**src/rtl/wimax_interleaver.sv**
```systemverilog
// Ping-pong block interleaver for WiMAX QPSK (Ncbps=192, d=16): serial bits in, permuted bits out.
// Define INTERLEAVER_BYPASS_EN to add a per-block `bypass` input that stores a block in natural order.
module wimax_interleaver (
  input  logic clk,
  input  logic rstn,
`ifdef INTERLEAVER_BYPASS_EN
  input  logic bypass,
`endif
  input  logic Valid_in,
  input  logic Data_in,
  input  logic Ready_in,
  output logic Ready_out,
  output logic Valid_out,
  output logic Data_out
);
  localparam int NCBPS = 192;
  localparam int D     = 16;
  localparam int ROWS  = NCBPS / D;
  localparam int AW    = 8;

  logic [NCBPS-1:0] buf_mem [2];
  logic [1:0]       full;
  logic             wr_sel;
  logic             rd_sel;
  logic [3:0]       col;
  logic [3:0]       row;
  logic [AW-1:0]    col_base;
  logic [AW-1:0]    rd_ptr;
  logic [AW-1:0]    wr_addr;
  logic             wr_fire;
  logic             rd_fire;
  logic             wr_last;
  logic             rd_last;
`ifdef INTERLEAVER_BYPASS_EN
  logic [1:0]       byp;
  logic             byp_now;
`endif

  assign wr_fire   = Valid_in && Ready_out;
  assign rd_fire   = Valid_out && Ready_in;
  assign wr_last   = (col == 4'(D - 1)) && (row == 4'(ROWS - 1));
  assign rd_last   = (rd_ptr == AW'(NCBPS - 1));
  assign Ready_out = !full[wr_sel];
  assign Valid_out = full[rd_sel];
  assign Data_out  = Valid_out && buf_mem[rd_sel][rd_ptr];

  // k = 16*row + col; col_base tracks 12*col so m = 12*col + row needs only an add.
  always_comb begin
    wr_addr = col_base + AW'(row);
`ifdef INTERLEAVER_BYPASS_EN
    byp_now = (col == 4'd0 && row == 4'd0) ? bypass : byp[wr_sel];
    if (byp_now) wr_addr = {row, col};
`endif
  end

  // NOTE: the buffers are cleared on reset because their reset contents are defined
  // behaviour here; a plain storage RAM would normally be left unreset.
  always_ff @(posedge clk or posedge rstn) begin
    if (rstn) begin
      buf_mem[0] <= '0;
      buf_mem[1] <= '0;
    end else if (wr_fire) begin
      buf_mem[wr_sel][wr_addr] <= Data_in;
    end
  end

  always_ff @(posedge clk or posedge rstn) begin
    if (rstn) begin
      col      <= '0;
      row      <= '0;
      col_base <= '0;
      wr_sel   <= 1'b0;
    end else if (wr_fire) begin
      if (col == 4'(D - 1)) begin
        col      <= '0;
        col_base <= '0;
        row      <= wr_last ? 4'd0 : row + 4'd1;
      end else begin
        col      <= col + 4'd1;
        col_base <= col_base + AW'(ROWS);
      end
      if (wr_last) wr_sel <= ~wr_sel;
    end
  end

  always_ff @(posedge clk or posedge rstn) begin
    if (rstn) begin
      rd_ptr <= '0;
      rd_sel <= 1'b0;
    end else if (rd_fire) begin
      if (rd_last) begin
        rd_ptr <= '0;
        rd_sel <= ~rd_sel;
      end else begin
        rd_ptr <= rd_ptr + AW'(1);
      end
    end
  end

  // A completing write and a releasing read always target different buffers.
  always_ff @(posedge clk or posedge rstn) begin
    if (rstn) begin
      full <= '0;
    end else begin
      if (wr_fire && wr_last) full[wr_sel] <= 1'b1;
      if (rd_fire && rd_last) full[rd_sel] <= 1'b0;
    end
  end

`ifdef INTERLEAVER_BYPASS_EN
  always_ff @(posedge clk or posedge rstn) begin
    if (rstn) begin
      byp <= '0;
    end else if (wr_fire && col == 4'd0 && row == 4'd0) begin
      byp[wr_sel] <= bypass;
    end
  end
`endif

endmodule

```
**config.mk**
```make
export PLATFORM = sky130hd
export DESIGN_NAME = wimax_interleaver
export DESIGN_NICKNAME = d
export VERILOG_FILES = /design/src/rtl/wimax_interleaver.sv
export SDC_FILE = /design/constraint.sdc
export NUM_CORES = 1
export LEC_CHECK = 0
export ABC_AREA = 1
export ABC_CLOCK_PERIOD_IN_PS = 19600
export BUFFER_PORTS_ARGS = -buffer_cell sky130_fd_sc_hd__buf_2
export CAP_MARGIN = 20
export CORE_MARGIN = 2
export CORE_UTILIZATION = 50
export CTS_BUF_LIST = sky130_fd_sc_hd__clkbuf_16
export CTS_CLUSTER_DIAMETER = 200
export CTS_CLUSTER_SIZE = 8
export DETAILED_ROUTE_END_ITERATION = 8
export PLACE_DENSITY = 0.65
export SYNTH_ARGS = -nofsm -noshare
export SYNTH_HDL_FRONTEND = slang
export SYNTH_SLANG_ARGS = --single-unit
export TNS_END_PERCENT = 20
```
**constraint.sdc**
```tcl
create_clock -name clk -period 19.6 [get_ports clk]
set_input_delay 1.96 -clock clk [delete_from_list [all_inputs] [get_ports clk]]
set_output_delay 1.96 -clock clk [all_outputs]
set_load 0.02 [all_outputs]
```
==> key figures, run 1 <==
Run status
  – Outcome: complete, no violations

Floorplanning
  – Die W: 215 um
  – Die Ht: 215 um
  – # rows: 77
  – Initial core utilization: 50.4%
  – IO Pins: 8
  – Core Area: 44000 um^2
  – DIE AREA: 46100 um^2

Cells and area
  – Layout cells sized above 1: 3.89%
  – Final #Nets: 3093
  – Fillers: 4280
  – Diodes inserted: 0
  – Commonest non-fill, non-tap cells in the layout: nor2_1, nand2_1, dfrtp_1
  – Most common cell after layout, fill and taps aside: nor2_1
  – Area Growth Syn to Fin: 7.97%

Critical path
  – Crit path capture type: output port
  – Worst path arrival time: 4520 ps
  – Req. time, crit path: 17640 ps
  – Startpoint Class: register
  – Critical path class: register to output port
  – Critical path peak fanout: 90
  – FF-to-FF path depth: 9

Clock tree
  – Hold_buf cts: 0
  – Postcts setup bufs: 0
  – Root buffer cell: clkbuf_16
  – CTS resizes: 0
  – TritonCTS clock tree: built
  – Later-pin clock latency in the skew report: 600 ps
  – Num CTS Buffers: 57
  – Maximum clock insertion buffer count: 3
  – H-Tree Depth: 2
  – Sink Count: 410
  – Clock-pin slew of the registers on the worst-case setup and hold paths: 50 ps

Synth
  – Largest family of logic cells by synthesized area: simple AND/OR/NAND/NOR gates
  – Synth Area in Simple Gates: 28.7%
  – Sequential share of the synthesized area: 46.2%
  – Ys Warns: 0
  – Adder-cell area share of the yosys netlist: 0.563%
  – Syn Std Cell Area: 22200 um^2
  – Compound-gate portion of the synthesized area: 14.6%
  – Post-Synth XOR/XNOR Area: 0.197%
  – Syn nets: 3197
  – Total of flip-flops plus latches after synthesis: 410
  – Library cells used by synthesis: 29
  – Mux cell area share after synthesis: 0%
  – Synth area leader: dfrtp_1
  – Mapped Cells: 3182
  – Syn Area/Cell: 6.98 um^2
  – Top cells by area, synth: dfrtp_1, nor2_1, nand2_1, a21oi_1, nand3_1
  – Synth top area share: 46.2%

STA
  – Final worst setup slack: 13120 ps
  – Final hold viol count: 0
  – Tcrit/Tclk final: 33.1%
  – # setup viols final: 0
  – RSZ-0062 raised after global routing: false
  – Worst slew margin: 22.4%
  – Tmin final: 6480 ps
  – Setup TNS: 0 ps
  – Max Freq: 154 MHz
  – Slew @ Worst Pin: 1160 ps
  – Final Skew: 15.4 ps
  – Fin. max-slew vios: 0

Power
  – Peak VDD IR: 0.0738 mV
  – Power Dens Cells: 127 nW/um^2
  – Tot Pwr: 3.04 mW
  – Leakage Power: 11.8 nW

Route
  – Wire per inst: 18.6 um
  – WL final: 68100 um
  – Drt first pass iters: 6
  – Vias: 20715
  – Initial DRC count: 2183
  – Routed vias/inst: 5.64
  – Final antenna-violating net count: 0
  – # DRC: 0

GRT
  – First-pass GRT wire length: 110000 um
  – Initial antenna violation count: 0
  – GRT Total Usage: 29.9%
  – Grt ovf: 0
  – Vias in the first global route: 20027
  – Largest net degree at the start of global routing: 180

Min path
  – HP Class: register to register
  – Worst Hold Path Cells: 2

Placement
  – Final Wtd Congestion: 0.852
  – IO Port Bufs: 7
  – Hpwl dp: 38200 um
  – Worst slack, placed: 13870 ps

Run
  – Max-Cap Viols: 0
-- power breakdown --
group          total [mW]  leakage [nW]  switching [mW]  internal [mW]
sequential           1.11          5.39           0.115          0.998
combinational        1.06          5.68           0.780          0.276
clock               0.874         0.741           0.353          0.521
-- Yosys cell counts --
| library cell | n |
|---|---|
| nor2_1 | 625 |
| nand2_1 | 603 |
| dfrtp_1 | 410 |
| inv_1 | 344 |
| a21oi_1 | 327 |
| nand3_1 | 300 |
| o21ai_0 | 209 |
| clkbuf_1 | 109 |
| a31oi_1 | 57 |
| buf_2 | 43 |
| buf_1 | 41 |
| nor3_1 | 23 |
| nand4_1 | 17 |
| o211ai_1 | 16 |
| inv_2 | 12 |
| clkinv_1 | 10 |
| ha_1 | 10 |
| o21ai_1 | 5 |
| xor2_1 | 4 |
| nor3b_1 | 3 |
| o22ai_1 | 3 |
| a211oi_1 | 2 |
| buf_4 | 2 |
| nor2_2 | 2 |
| a21oi_2 | 1 |
| nand2_2 | 1 |
| nor4_1 | 1 |
| o31ai_1 | 1 |
| xnor2_1 | 1 |
-- metrics by stage --
stage                     area (um^2)  util, %  instances  hold slack, ps
after floorplan                 22200        -       3182             439
after global placement          22400     50.9       3609             449
after detailed placement        22400     50.9       3609             459
after CTS                       23900     54.3       3671             471
after global routing            24000     54.5       3673             491
final                           24000     54.5       3673             469
-- cell type report --
cell class                      instances  area, um^2  share of cell area, %
Tap cell                              592         741                   3.09
Timing Repair Buffer                   32         263                   1.10
Multi-Input combinational cell       2211        9810                   40.9
Clock buffer                           59        1480                   6.16
Sequential cell                       410       10300                   42.8
Clock inverter                          3        21.3                 0.0887
Inverter                              366        1400                   5.82
-- worst paths after layout --
path	from	endpoint	slack, ps
max	rd_sel$_DFFE_PP0P_	Data_out	13120
min	buf_mem[311]$_DFFE_PP0P_	buf_mem[311]$_DFFE_PP0P_	470
max reg2reg	wr_sel$_DFFE_PP0P_	buf_mem[98]$_DFFE_PP0P_	15510
min reg2reg	buf_mem[311]$_DFFE_PP0P_	buf_mem[311]$_DFFE_PP0P_	470
max in group asynchronous	rstn	buf_mem[0]$_DFFE_PP0P_	16120
min in group asynchronous	rstn	buf_mem[87]$_DFFE_PP0P_	1520
-- critical path, stage by stage (launching register included) --
cell     delay (ps)
dfrtp_4         730
inv_4           850
buf_4           750
nand2_1         130
nand3_1         110
nand3_1          80
nand2_1         100
nand2_1          50
nand2_1         100
nand3_1          90
nand3_1          90
nand2_1          50
nand2_1          90
nand2_1          60
nand3_1         150
nand2_1          80
inv_1            60
buf_2           150
-- sequential cells by signal (all words and copies together) (netlist names) --
| name | flops |
|---|---|
| buf_mem | 384 |
| rd_ptr | 8 |
| col_base | 6 |
| col | 4 |
| row | 4 |
| full | 2 |
| rd_sel | 1 |
| wr_sel | 1 |
-- metal layers --
metal	vias to the layer above	part of all wire [%]	GRT usage, %
met5	-	0	0
met4	0	3.3	10.1
met3	160	8.1	4.80
met2	800	46	49.1
met1	9815	42	40.6
li1	9940	-	-
-- kinds of logic after synthesis --
logic type      count (synthesis)
compound gates                621
fa+ha+maj                      10
buf+inv                       561
xor+xnor                        5
flops                         410
simple gates                 1575
Note: power is estimated with default switching activity, not from simulation.
==> inputs of run 2 (changes only) <==
--- a/config.mk
+++ b/config.mk
@@ -6,7 +6,7 @@
 export NUM_CORES = 1
 export LEC_CHECK = 0
 export ABC_AREA = 1
-export ABC_CLOCK_PERIOD_IN_PS = 19600
+export ABC_CLOCK_PERIOD_IN_PS = 6800
 export BUFFER_PORTS_ARGS = -buffer_cell sky130_fd_sc_hd__buf_2
 export CAP_MARGIN = 20
 export CORE_MARGIN = 2
==> constraint.sdc (replaced) <==
create_clock -name clk -period 6.8 [get_ports clk]
set_input_delay 0.68 -clock clk [delete_from_list [all_inputs] [get_ports clk]]
set_output_delay 0.68 -clock clk [all_outputs]
set_load 0.02 [all_outputs]
==> key figures, run 2 (synthesis gave the netlist of run 1 again) <==
Critical path
  – Slowest cell on crit path: dfrtp_4
  – Critical-path cell list: inv_4 > buf_4 > nor2_1 > o21ai_0 > nand3_1 > nand3_1 > nand2_1 > a21oi_1 > nand3_1 > nand3_1 > nand3_1 > nand2_1 > inv_1 > buf_2
  – Largest delay contributor family on the critical path: buffers and inverters
  – Crit path largest cell delay: 670 ps
  – CP dominant cell by count: nand3_1
  – Worst path arrival time: 3970 ps
  – Critical R2R Capture: buf_mem[329]$_DFFE_PP0P_
  – Critical path class: register to output port
  – FF-to-FF path depth: 8
  – Critical path depth in cells: 14
  – Critical Path Sink: Data_out
  – CP startpoint: rd_ptr[0]$_DFFE_PP0P_
  – Worst r2r src: wr_sel$_DFFE_PP0P_
  – FF-to-FF setup slack: 3090 ps
  – Req. time, crit path: 6120 ps
  – Critical path buffers and inverters: 4
  – Critical path peak fanout: 45
  – Startpoint Class: register
  – Crit path capture type: output port

Route
  – # DRC: 0
  – Vias: 20920
  – WL final: 68300 um
  – Routed vias/inst: 5.69
  – Final antenna-violating net count: 0
  – Drt first pass iters: 5
  – Initial DRC count: 2080
  – Wire per inst: 18.6 um

Power
  – Power share of the combinational group: 34.9%
  – Leakage Power: 11.8 nW
  – Cell Int Power: 5.16 mW
  – Power Dens Cells: 366 nW/um^2
  – Clock power share: 28.7%
  – Switching Share: 41.2%
  – Psw: 3.62 mW
  – Peak VDD IR: 0.221 mV
  – Flop pwr share: 36.4%
  – Tot Pwr: 8.78 mW

STA
  – Setup TNS: 0 ps
  – # setup viols final: 0
  – Max Freq: 215 MHz
  – Tcrit/Tclk final: 68.4%
  – Fin. max-slew vios: 0
  – Tmin final: 4650 ps
  – RSZ-0062 raised after global routing: false
  – Final Skew: 21.1 ps
  – Final hold viol count: 0
  – Slew @ Worst Pin: 1090 ps
  – Worst slew margin: 27.2%

Clock tree
  – Maximum clock insertion buffer count: 3
  – Num CTS Buffers: 57
  – TritonCTS clock tree: built
  – Sink Count: 410
  – Root buffer cell: clkbuf_16
  – Hold_buf cts: 0
  – Postcts setup bufs: 0
  – Later-pin clock latency in the skew report: 610 ps
  – Clock-pin slew of the registers on the worst-case setup and hold paths: 50 ps
  – H-Tree Depth: 2
  – CTS resizes: 0

Floorplanning
  – # rows: 77
  – IO Pins: 8
  – Die W: 215 um
  – Initial core utilization: 50.4%
  – Core Area: 44000 um^2
  – Die Ht: 215 um
  – DIE AREA: 46100 um^2

GRT
  – Initial antenna violation count: 0
  – Largest net degree at the start of global routing: 231
  – Grt ovf: 0
  – Vias in the first global route: 20029
  – First-pass GRT wire length: 110000 um
  – GRT Total Usage: 29.8%

Run status
  – Outcome: complete, no violations

Run
  – Max-Cap Viols: 0

Cells and area
  – Multi-input gate area: 9810 um^2
  – Reg area: 10300 um^2
  – Max reg flops: 384
  – Diodes inserted: 0
  – Most common cell after layout, fill and taps aside: nor2_1
  – Fillers: 4218
  – Top Registers: buf_mem x384, rd_ptr x8, col_base x6
  – Layout cells sized above 1: 3.99%
  – Most flops, register: buf_mem
  – Area Growth Syn to Fin: 8.08%
  – Final #Nets: 3097
  – Commonest non-fill, non-tap cells in the layout: nor2_1, nand2_1, dfrtp_1

Placement
  – Hpwl dp: 38100 um
  – Final Wtd Congestion: 0.861
  – IO Port Bufs: 7

Min path
  – HP Class: input port to async pin
[run 2: cell count changes in the layout (fill, tap and decap cells not counted)]
cell        delta
inv_1          +1
buf_12         +3
nor2_4         -1
inv_8          -1
inv_6          -1
buf_4          +2
nor2_2         +1
clkinvlp_4     +1
buf_16         -1
clkinv_8       +1
clkbuf_16      -1
[run 2: worst min-delay path by stage]
stage	slack [ps]	depth (start not counted)	to	from
after detailed placement	460	2	buf_mem[95]$_DFFE_PP0P_	buf_mem[95]$_DFFE_PP0P_
after CTS	240	2	buf_mem[251]$_DFFE_PP0P_	rstn
after global routing	280	2	buf_mem[251]$_DFFE_PP0P_	rstn
after floorplan	440	2	buf_mem[95]$_DFFE_PP0P_	buf_mem[95]$_DFFE_PP0P_
final	220	2	buf_mem[251]$_DFFE_PP0P_	rstn
after global placement	450	2	buf_mem[93]$_DFFE_PP0P_	buf_mem[93]$_DFFE_PP0P_
[run 2: cell type report]
class / instances / area share [%]
Clock inverter: 4 / 0.136
Multi-Input combinational cell: 2211 / 40.9
Sequential cell: 410 / 42.8
Tap cell: 592 / 3.09
Clock buffer: 58 / 6.05
Inverter: 366 / 5.80
Timing Repair Buffer: 36 / 1.29
[run 2: stage by stage]
stage          util (%)  std cells  area, um^2  hold WS (ps)  worst slack, ps
5_1_grt            54.5       3677       24000           276             1950
6_report           54.5       3677       24000           223             2150
3_3_place_gp       51.1       3614       22500           448             2820
3_5_place_dp       51.1       3614       22500           456             2810
4_1_cts            54.5       3676       24000           243             2150
2_1_floorplan         -       3182       22200           439              594
[run 2: power by group through the flow]
stage	Sequential (mW)	Clock, mW	Combinational (mW)
after CTS	3.19	2.56	3.02
after global placement	3.21	0	2.98
final	3.19	2.52	3.06
after global routing	3.24	2.66	3.38
after detailed placement	3.22	0	3.01
after floorplan	3.09	0	2.04
[run 2: per-layer routing]
metal	up-vias	GRT usage (%)	share of wire [%]
met3	161	5.92	8.6
met2	851	46.7	45
li1	9943	-	-
met5	-	0	0
met4	0	11.5	3.6
met1	9965	41.0	43
